--- config.mk ---
export PLATFORM = sky130hd
export DESIGN_NAME = lcd_timing_ctrl
export DESIGN_NICKNAME = d
export VERILOG_FILES = /design/src/rtl/video_types.sv /design/src/rtl/lcd_timing_ctrl.sv
export SDC_FILE = /design/constraint.sdc
export NUM_CORES = 1
export LEC_CHECK = 0
export ABC_AREA = 1
export BUFFER_PORTS_ARGS = -buffer_cell sky130_fd_sc_hd__buf_4
export CAP_MARGIN = 10
export CORE_AREA = 2 2 75 77
export DETAILED_ROUTE_END_ITERATION = 6
export DIE_AREA = 0 0 77 79
export PLACE_DENSITY = 0.53
export SYNTH_ARGS = -nofsm -noshare
export SYNTH_HDL_FRONTEND = slang
export SYNTH_SLANG_ARGS = --single-unit
--- constraint.sdc ---
create_clock -name clk -period 4.07 [get_ports clk]
set_clock_uncertainty 0.05 [all_clocks]
set_input_delay 1.221 -clock clk [delete_from_list [all_inputs] [get_ports clk]]
set_output_delay 1.221 -clock clk [all_outputs]
set_load 0.05 [all_outputs]
--- src/rtl/video_types.sv ---
// Shared video timing types: LCD mode encodings, STAT interrupt-enable bit
// positions and the default scanline geometry used by the timing controller.
package video_types;

  typedef enum logic [1:0] {
    RENDER_HBLANK = 2'd0,
    RENDER_VBLANK = 2'd1,
    RENDER_OAM    = 2'd2,
    RENDER_XFER   = 2'd3
  } render_mode_e;

  localparam int STAT_IE_HBLANK = 0;
  localparam int STAT_IE_VBLANK = 1;
  localparam int STAT_IE_OAM    = 2;
  localparam int STAT_IE_LYC    = 3;

  localparam int DEF_DOTS_PER_LINE = 456;
  localparam int DEF_VISIBLE_LINES = 144;
  localparam int DEF_TOTAL_LINES   = 154;
  localparam int DEF_OAM_DOTS      = 80;
  localparam int DEF_XFER_MIN_DOTS = 172;

  // Level of the combined STAT interrupt line for a given mode / compare state.
  function automatic logic stat_line_f(input logic [1:0] mode, input logic lyc_match,
                                       input logic [3:0] ie);
    return (ie[STAT_IE_HBLANK] && (mode == RENDER_HBLANK)) ||
           (ie[STAT_IE_VBLANK] && (mode == RENDER_VBLANK)) ||
           (ie[STAT_IE_OAM]    && (mode == RENDER_OAM))    ||
           (ie[STAT_IE_LYC]    && lyc_match);
  endfunction

endpackage

--- src/rtl/lcd_timing_ctrl.sv ---
// LCD scan timing: dot/line counters, mode sequencing, render handshake,
// CPU access grants and VBlank/STAT interrupt generation, all registered.
module lcd_timing_ctrl
  import video_types::*;
#(
  parameter int DOTS_PER_LINE = DEF_DOTS_PER_LINE,
  parameter int VISIBLE_LINES = DEF_VISIBLE_LINES,
  parameter int TOTAL_LINES   = DEF_TOTAL_LINES,
  parameter int OAM_DOTS      = DEF_OAM_DOTS,
  parameter int XFER_MIN_DOTS = DEF_XFER_MIN_DOTS
) (
  input  logic       clk,
  input  logic       reset,
  input  logic       lcd_enable,
  input  logic [7:0] lyc,
  input  logic [3:0] stat_ie,
  input  logic       render_ack,
  output logic [1:0] mode,
  output logic [7:0] ly,
  output logic [8:0] dot,
  output logic       lyc_match,
  output logic       render_req,
  output logic       vblank_irq,
  output logic       stat_irq,
  output logic       vram_cpu_grant,
  output logic       oam_cpu_grant,
  output logic       overrun
);

  localparam logic [8:0] DOT_LAST   = 9'(DOTS_PER_LINE - 1);
  localparam logic [8:0] DOT_XFER   = 9'(OAM_DOTS);
  localparam logic [8:0] DOT_HBLANK = 9'(OAM_DOTS + XFER_MIN_DOTS);
  localparam logic [7:0] LINE_LAST  = 8'(TOTAL_LINES - 1);
  localparam logic [7:0] LINE_VBL   = 8'(VISIBLE_LINES);

  logic       running_q;
  logic       done_q;
  logic       stat_line_q;

  logic [7:0] ly_n;
  logic [8:0] dot_n;
  logic [1:0] mode_n;
  logic       req_n;
  logic       done_n;
  logic       run_n;
  logic       ovr_n;
  logic       vbl_n;
  logic       lyc_n;
  logic       stat_line_n;
  logic       visible_n;
  logic       line_wrap;
  logic       ack_take;

  assign line_wrap = (dot == DOT_LAST);
  assign ack_take  = render_req & render_ack;

  // Next-state: every registered output is derived from the same (ly_n, dot_n).
  always_comb begin
    ly_n      = ly;
    dot_n     = dot;
    mode_n    = mode;
    req_n     = render_req;
    done_n    = done_q;
    run_n     = running_q;
    ovr_n     = overrun;
    visible_n = 1'b0;
    if (!lcd_enable) begin
      ly_n   = '0;
      dot_n  = '0;
      mode_n = RENDER_HBLANK;
      req_n  = 1'b0;
      done_n = 1'b0;
      run_n  = 1'b0;
    end else if (!running_q) begin
      ly_n   = '0;
      dot_n  = '0;
      mode_n = RENDER_OAM;
      req_n  = 1'b0;
      done_n = 1'b0;
      run_n  = 1'b1;
    end else begin
      if (line_wrap) begin
        dot_n  = '0;
        ly_n   = (ly == LINE_LAST) ? 8'd0 : ly + 8'd1;
        done_n = 1'b0;
        req_n  = 1'b0;
        ovr_n  = overrun | render_req;
      end else begin
        dot_n  = dot + 9'd1;
        done_n = done_q | ack_take;
        if (ack_take) req_n = 1'b0;
      end
      visible_n = (ly_n < LINE_VBL);
      if (!visible_n)                          mode_n = RENDER_VBLANK;
      else if (dot_n < DOT_XFER)               mode_n = RENDER_OAM;
      else if (done_n && (dot_n >= DOT_HBLANK)) mode_n = RENDER_HBLANK;
      else                                     mode_n = RENDER_XFER;
      if (visible_n && (dot_n == DOT_XFER)) req_n = 1'b1;
    end
    vbl_n       = lcd_enable && running_q && (ly_n == LINE_VBL) && (dot_n == 9'd0);
    lyc_n       = (ly_n == lyc);
    stat_line_n = stat_line_f(mode_n, lyc_n, stat_ie);
  end

  always_ff @(posedge clk) begin
    if (reset) begin
      ly             <= '0;
      dot            <= '0;
      mode           <= RENDER_HBLANK;
      render_req     <= 1'b0;
      vblank_irq     <= 1'b0;
      stat_irq       <= 1'b0;
      overrun        <= 1'b0;
      vram_cpu_grant <= 1'b1;
      oam_cpu_grant  <= 1'b1;
      lyc_match      <= (lyc == 8'd0);
      stat_line_q    <= 1'b0;
      running_q      <= 1'b0;
      done_q         <= 1'b0;
    end else begin
      ly             <= ly_n;
      dot            <= dot_n;
      mode           <= mode_n;
      render_req     <= req_n;
      vblank_irq     <= vbl_n;
      stat_irq       <= stat_line_n & ~stat_line_q;
      overrun        <= ovr_n;
      vram_cpu_grant <= (mode_n != RENDER_XFER);
      oam_cpu_grant  <= (mode_n == RENDER_HBLANK) || (mode_n == RENDER_VBLANK);
      lyc_match      <= lyc_n;
      stat_line_q    <= stat_line_n;
      running_q      <= run_n;
      done_q         <= done_n;
    end
  end

endmodule
### After elaboration in Yosys (flattened, before gate mapping)

Index checks and enable logic that the tools add are counted.
W data, S select, Z words.

| cells by class | value |
|---|---|
| reductions and logical operators | 19 |
| $add $sub $neg | 2 |
| multiplexer cells | 24 |
| $lt $le $gt $ge | 3 |
| equality and inequality tests | 8 |
| bitwise gates (word level) | 7 |

Operator list:

| kind | number |
|---|---|
| $mux W8 | 6 |
| $mux W9 | 5 |
| $eq A8 B8 Y1 const B | 2 |
| $mux W2 | 5 |
| $add A9 B1 Y9 const B | 1 |
| $eq A9 B7 Y1 const B | 1 |
| $eq A9 B9 Y1 const B | 1 |
| $ge A9 B8 Y1 const B | 1 |
| $logic_and A1 B1 Y1 | 9 |
| $logic_not A9 Y1 | 1 |
| $lt A9 B7 Y1 const B | 1 |
| $add A8 B1 Y8 const B | 1 |
| $eq A8 B8 Y1 | 1 |
| $logic_not A8 Y1 | 1 |
| $lt A8 B8 Y1 const B | 1 |
| $mux W1 | 8 |
| $logic_or A1 B1 Y1 | 4 |
| $not A1 Y1 | 3 |
| $reduce_and A3 Y1 | 1 |
| $reduce_bool A3 Y1 | 1 |
| $reduce_or A3 Y1 | 1 |
| $and A1 B1 Y1 | 2 |
| $eq A2 B1 Y1 const B | 1 |
| $eq A2 B2 Y1 const B | 1 |
| 3 further kinds | 4 |

| word-level totals | value |
|---|---|
| word-level logic and storage cells | 76 |
| register bits after elaboration | 29 |
| input port bits | 16 |
| output and inout port bits | 26 |

### Logic depth before layout (Yosys ltp)

| depth | value |
|---|---|
| depth after elaboration | 17 |
| depth in mapped cells | 18 |

### Worst setup path after synthesis

Ideal clock, no wire load.

| timing | value |
|---|---|
| kind | input to register |
| start point | input lcd_enable |
| end point | register stat_line_q |
| stages on the path | 10 |
| data required time | 3.910 ns |
| path slack | 1.664 ns |
| arrival time | 2.246 ns |
| setup time | 0.110 ns |
| buffers on the path | 0 |
| path through | nand2_1 -> a21oi_4 -> nand3_2 -> or2_0 -> nand3_1 -> nor2_2 -> nand3_2 -> nand3_2 -> nand2_2 -> inv_1 |

| on the way | value |
|---|---|
| cells in the longest elaborated chain, start to end | 6 |
| elaborated cells between the ends (all ways) | 13 |
| those cells by class | 3 x eq/ne; 2 x mux; 8 x reduce/logical |

RTL lines:

| element | line | text |
|---|---|---|
| start: declaration | lcd_timing_ctrl.sv:14 | `input logic lcd_enable,` |
| $mux W2 | lcd_timing_ctrl.sv:67 | `if (!lcd_enable) begin` |
| $eq A2 B1 Y1 or $logic_not A2 Y1 (tied branches) | video_types.sv:27, video_types.sv:26 |  |
| $logic_and A1 B1 Y1 (on tied branches) | video_types.sv:27, video_types.sv:26 |  |
| $logic_or A1 B1 Y1 | video_types.sv:26 | `return (ie[STAT_IE_HBLANK] && (mode == RENDER_HBLANK)) \|\|` |
| $logic_or A1 B1 Y1 | video_types.sv:27 | `(ie[STAT_IE_VBLANK] && (mode == RENDER_VBLANK)) \|\|` |
| $logic_or A1 B1 Y1 (*) | video_types.sv:28 | `(ie[STAT_IE_OAM] && (mode == RENDER_OAM)) \|\|` |
| end signal: assignment | lcd_timing_ctrl.sv:131 | `stat_line_q <= stat_line_n;` |
| end: declaration | lcd_timing_ctrl.sv:38 | `logic stat_line_q;` |

Every way passes the cells marked *; elsewhere a longest branch is shown, timed or not.
A chain may end at the register's enable or synchronous reset.

### Final worst setup path

| timing | value |
|---|---|
| start point | input lcd_enable |
| end point | register vblank_irq |

| on the way | value |
|---|---|
| cells in the longest elaborated chain, start to end | 4 |
| elaborated cells between the ends (all ways) | 7 |
| those cells by class | 1 x eq/ne; 2 x mux; 4 x reduce/logical |

RTL lines:

| element | line | text |
|---|---|---|
| $mux W8 | lcd_timing_ctrl.sv:67 |  |
| $eq A8 B8 Y1 | lcd_timing_ctrl.sv:100 | `vbl_n = lcd_enable && running_q && (ly_n == LINE_VBL) && (dot_n == 9'd0);` |
| $logic_and A1 B1 Y1 | lcd_timing_ctrl.sv:100 |  |
| $logic_and A1 B1 Y1 (*) | lcd_timing_ctrl.sv:100 |  |
| end signal: assignment | lcd_timing_ctrl.sv:125 | `vblank_irq <= vbl_n;` |
| end: declaration | lcd_timing_ctrl.sv:23 | `output logic vblank_irq,` |

Marks and branches as above.

==> flow_metrics.tcl <==
set metrics [dict create \
    layout.cells.most_common_list "nand2_1, inv_1, buf_4" \
    clock_sinks 29 \
    synth_area_um2 1830 \
    worstSetupPathType "in2reg" \
    clk-insertion-delay-late_ns 0.28 \
    synth-edff-count 0 \
    combPwrFrac 0.081 \
    start_util 0.342 \
    worstSetupStartpointType "input pin" \
    cts_buffers 5 \
    crit_fanout 13 \
    layout-drive-gt1-share 0.258 \
    largest-register "dot" \
    cts_hold_buf 0 \
    p_switching_w 0.000141 \
    core_area_um2 5340 \
    worst_pin_slew_ns 0.459 \
    ys_warn_count 0 \
    sw_frac_of_total 0.249 \
    dr.first_iter.drc_count 109 \
    synthArstFlopShare 0 \
    fin_crit_sh 0.614 \
    worst_slack_ns 1.57 \
    grt_busiest_layer "met2" \
    status "finished clean" \
    vias 1794 \
    antenna-diode-count 0 \
    gr-usage-met3 0.0330 \
    synth_top_family_by_area "simple AND/OR/NAND/NOR gates" \
    dieHeight_um 79 \
    worstHoldStart "stat_line_q" \
    place_ws_ns 1.31 \
    power.leakage_nw 1.08 \
    grt_pass1_vias 1712 \
    p_per_area_nw_per_um2 248 \
    pin_count 42 \
    arrival_ns 2.64 \
    gp_congestion 0.881 \
    avgSynthCellArea_um2 6.70 \
    htree_num_levels 2 \
    r2r-end "stat_irq" \
    required_ns 4.21 \
    via_per_inst 4.60 \
    whs_path_depth 1 \
    ys.flop_type "dfxtp_1" \
    clk_pin_slew_worst_paths_ns 0.06 \
    post-dp-hpwl_um 3740 \
    synth_nets 293 \
    max-vdd-ir-drop_mv 0.148 \
    syn_inst 273 \
    fin_hold_ws_ns 0.352 \
    report.final.setup_viol 0 \
    r2r_slack_ns 1.66 \
    grtUsageMet2 0.260 \
    p_seq_frac 0.513 \
    cts_tree "yes" \
    hp-class "reg2reg" \
    layout.nets 337 \
    use_met1 0.234 \
    tns_ns 0 \
    ant_nets 0 \
    yosysSeqAreaShare 0.318 \
    root_buffer "clkbuf_8" \
    fmax_mhz 400 \
    grt_pass1_wl_um 8090 \
    clk_path_buf_depth 2 \
    io_buffers 41 \
    post_cts_resized 0 \
    synth-compound-area-share 0.0712 \
    timing.slew.headroom 0.693 \
    crit_top_cell "nand2_1" \
    avgRoutedWirePerCell_um 12.1 \
    synthSimpleGateAreaFrac 0.452 \
    synth-xor-area-share 0.0178 \
    cts_setup_buffers 0 \
    layout_commonest_cell "nand2_1" \
    critical_path.max_stage_delay_ns 0.40 \
    p_clk_frac 0.406 \
    syn_to_final_growth_pct 24.4 \
    final.min_clock_period_ns 2.50 \
    synthAdderAreaFrac 0.0274 \
    rr_startpoint "dot[1]" \
    rr_worst_depth 15 \
    overflow 0 \
    maxSlewViolCount 0 \
    path_cells "buf_4 -> nand2_1 -> inv_1 -> nand2_1 -> nor4_1 -> nand2_1 -> nor4_1" \
    cap_violations 0 \
    grt_usage 0.169 \
    grt_max_degree 17 \
    drc 0 \
    hold_violations 0 \
    min_to "stat_irq" \
    largest_register_ffs 9 \
    rows 27 \
    die_area_um2 6080 \
    die_x_um 77 \
    critPathSlowestCell "nor4_1" \
    largestRegisters "dot x9, ly x8, mode x2" \
    synth_cell_types 33 \
    antenna_found_initial 0 \
    wl_um 4740 \
    synth.ff_latch_count 29 \
    rsz0062_at_grt "false" \
    crit_path_end_kind "register" \
    synthMuxAreaShare 0 \
    dr.pass1.iters 5 \
    internal-power_w 0.000424 \
]
[stage by stage]
stage               area [µm²]  instances   util  power (W)
floorplan                 1830        273      -   0.000319
global placement          2190        382  0.411   0.000341
detailed placement        2190        382  0.411   0.000341
CTS                       2270        390  0.426   0.000572
global route              2270        390  0.426   0.000591
finish                    2270        390  0.426   0.000564
[final cells by class]
class | count | area, µm²
inverters | 45 | 174
well taps | 72 | 90.1
flip-flops and latches | 29 | 581
clock inverters | 2 | 10.0
multi-input cells | 195 | 1040
clock buffers | 6 | 72.6
fillers | 600 | 3060
repair buffers | 41 | 308
[worst max-delay path, delay by kind of cell]
family	cells	cell delay [ns]
and+or+nand+nor	5	1.12
buffers and inverters	2	0.29
[worst max path at each step]
stage          startpoint     endpoint  slack [ns]  cells after the start
5_1_grt            dot[0]  stat_line_q        1.37                     16
2_1_floorplan  lcd_enable  stat_line_q        1.66                     10
6_report       lcd_enable   vblank_irq        1.57                      7
3_5_place_dp   lcd_enable   vblank_irq        1.31                      7
4_1_cts        lcd_enable   vblank_irq        1.59                      7
3_3_place_gp   lcd_enable   vblank_irq        1.39                      7
[power groups by stage]
stage	combinational [W]	sequential (W)	clock, W
finish	0.0000458	0.000289	0.000229
global route	0.0000498	0.000289	0.000252
CTS	0.0000459	0.000289	0.000237
detailed placement	0.0000457	0.000295	0
global placement	0.0000457	0.000295	0
floorplan	0.0000172	0.000302	0
[Yosys cell counts, types with 2 or more instances]
| cell type | instances | share of area |
|---|---|---|
| nand3_1 | 27 | 0.074 |
| a21oi_2 | 3 | 0.014 |
| ha_1 | 4 | 0.027 |
| o21bai_1 | 3 | 0.012 |
| nand3_2 | 8 | 0.044 |
| nand2_2 | 6 | 0.021 |
| nand4_1 | 13 | 0.044 |
| xor2_2 | 2 | 0.018 |
| o21ai_2 | 2 | 0.0096 |
| nor3_1 | 2 | 0.0055 |
| inv_2 | 2 | 0.0041 |
| nand2_1 | 70 | 0.14 |
| nor2_1 | 34 | 0.070 |
| nor2_2 | 6 | 0.021 |
| clkbuf_1 | 2 | 0.0041 |
| a21oi_1 | 2 | 0.0055 |
| nor4_1 | 3 | 0.010 |
| dfxtp_1 | 29 | 0.32 |
| inv_1 | 41 | 0.084 |
[cell families after synthesis]
group                      after synthesis
DFF                                     29
and+or+nand+nor                        173
buffers and inverters                   49
xor gates and xnor gates                 2
adders and majority gates                4
AOI/OAI and AO/OA                       16
[per-layer routing]
metal  vias to the layer above  wire length (µm)  share of wire
met3                         7               227          0.048
met4                         0                85          0.018
li1                        949                 -              -
met2                        49              2090           0.44
met1                       789              2330           0.49
met5                         -                 0              0
(Power assumes the default switching activity.)
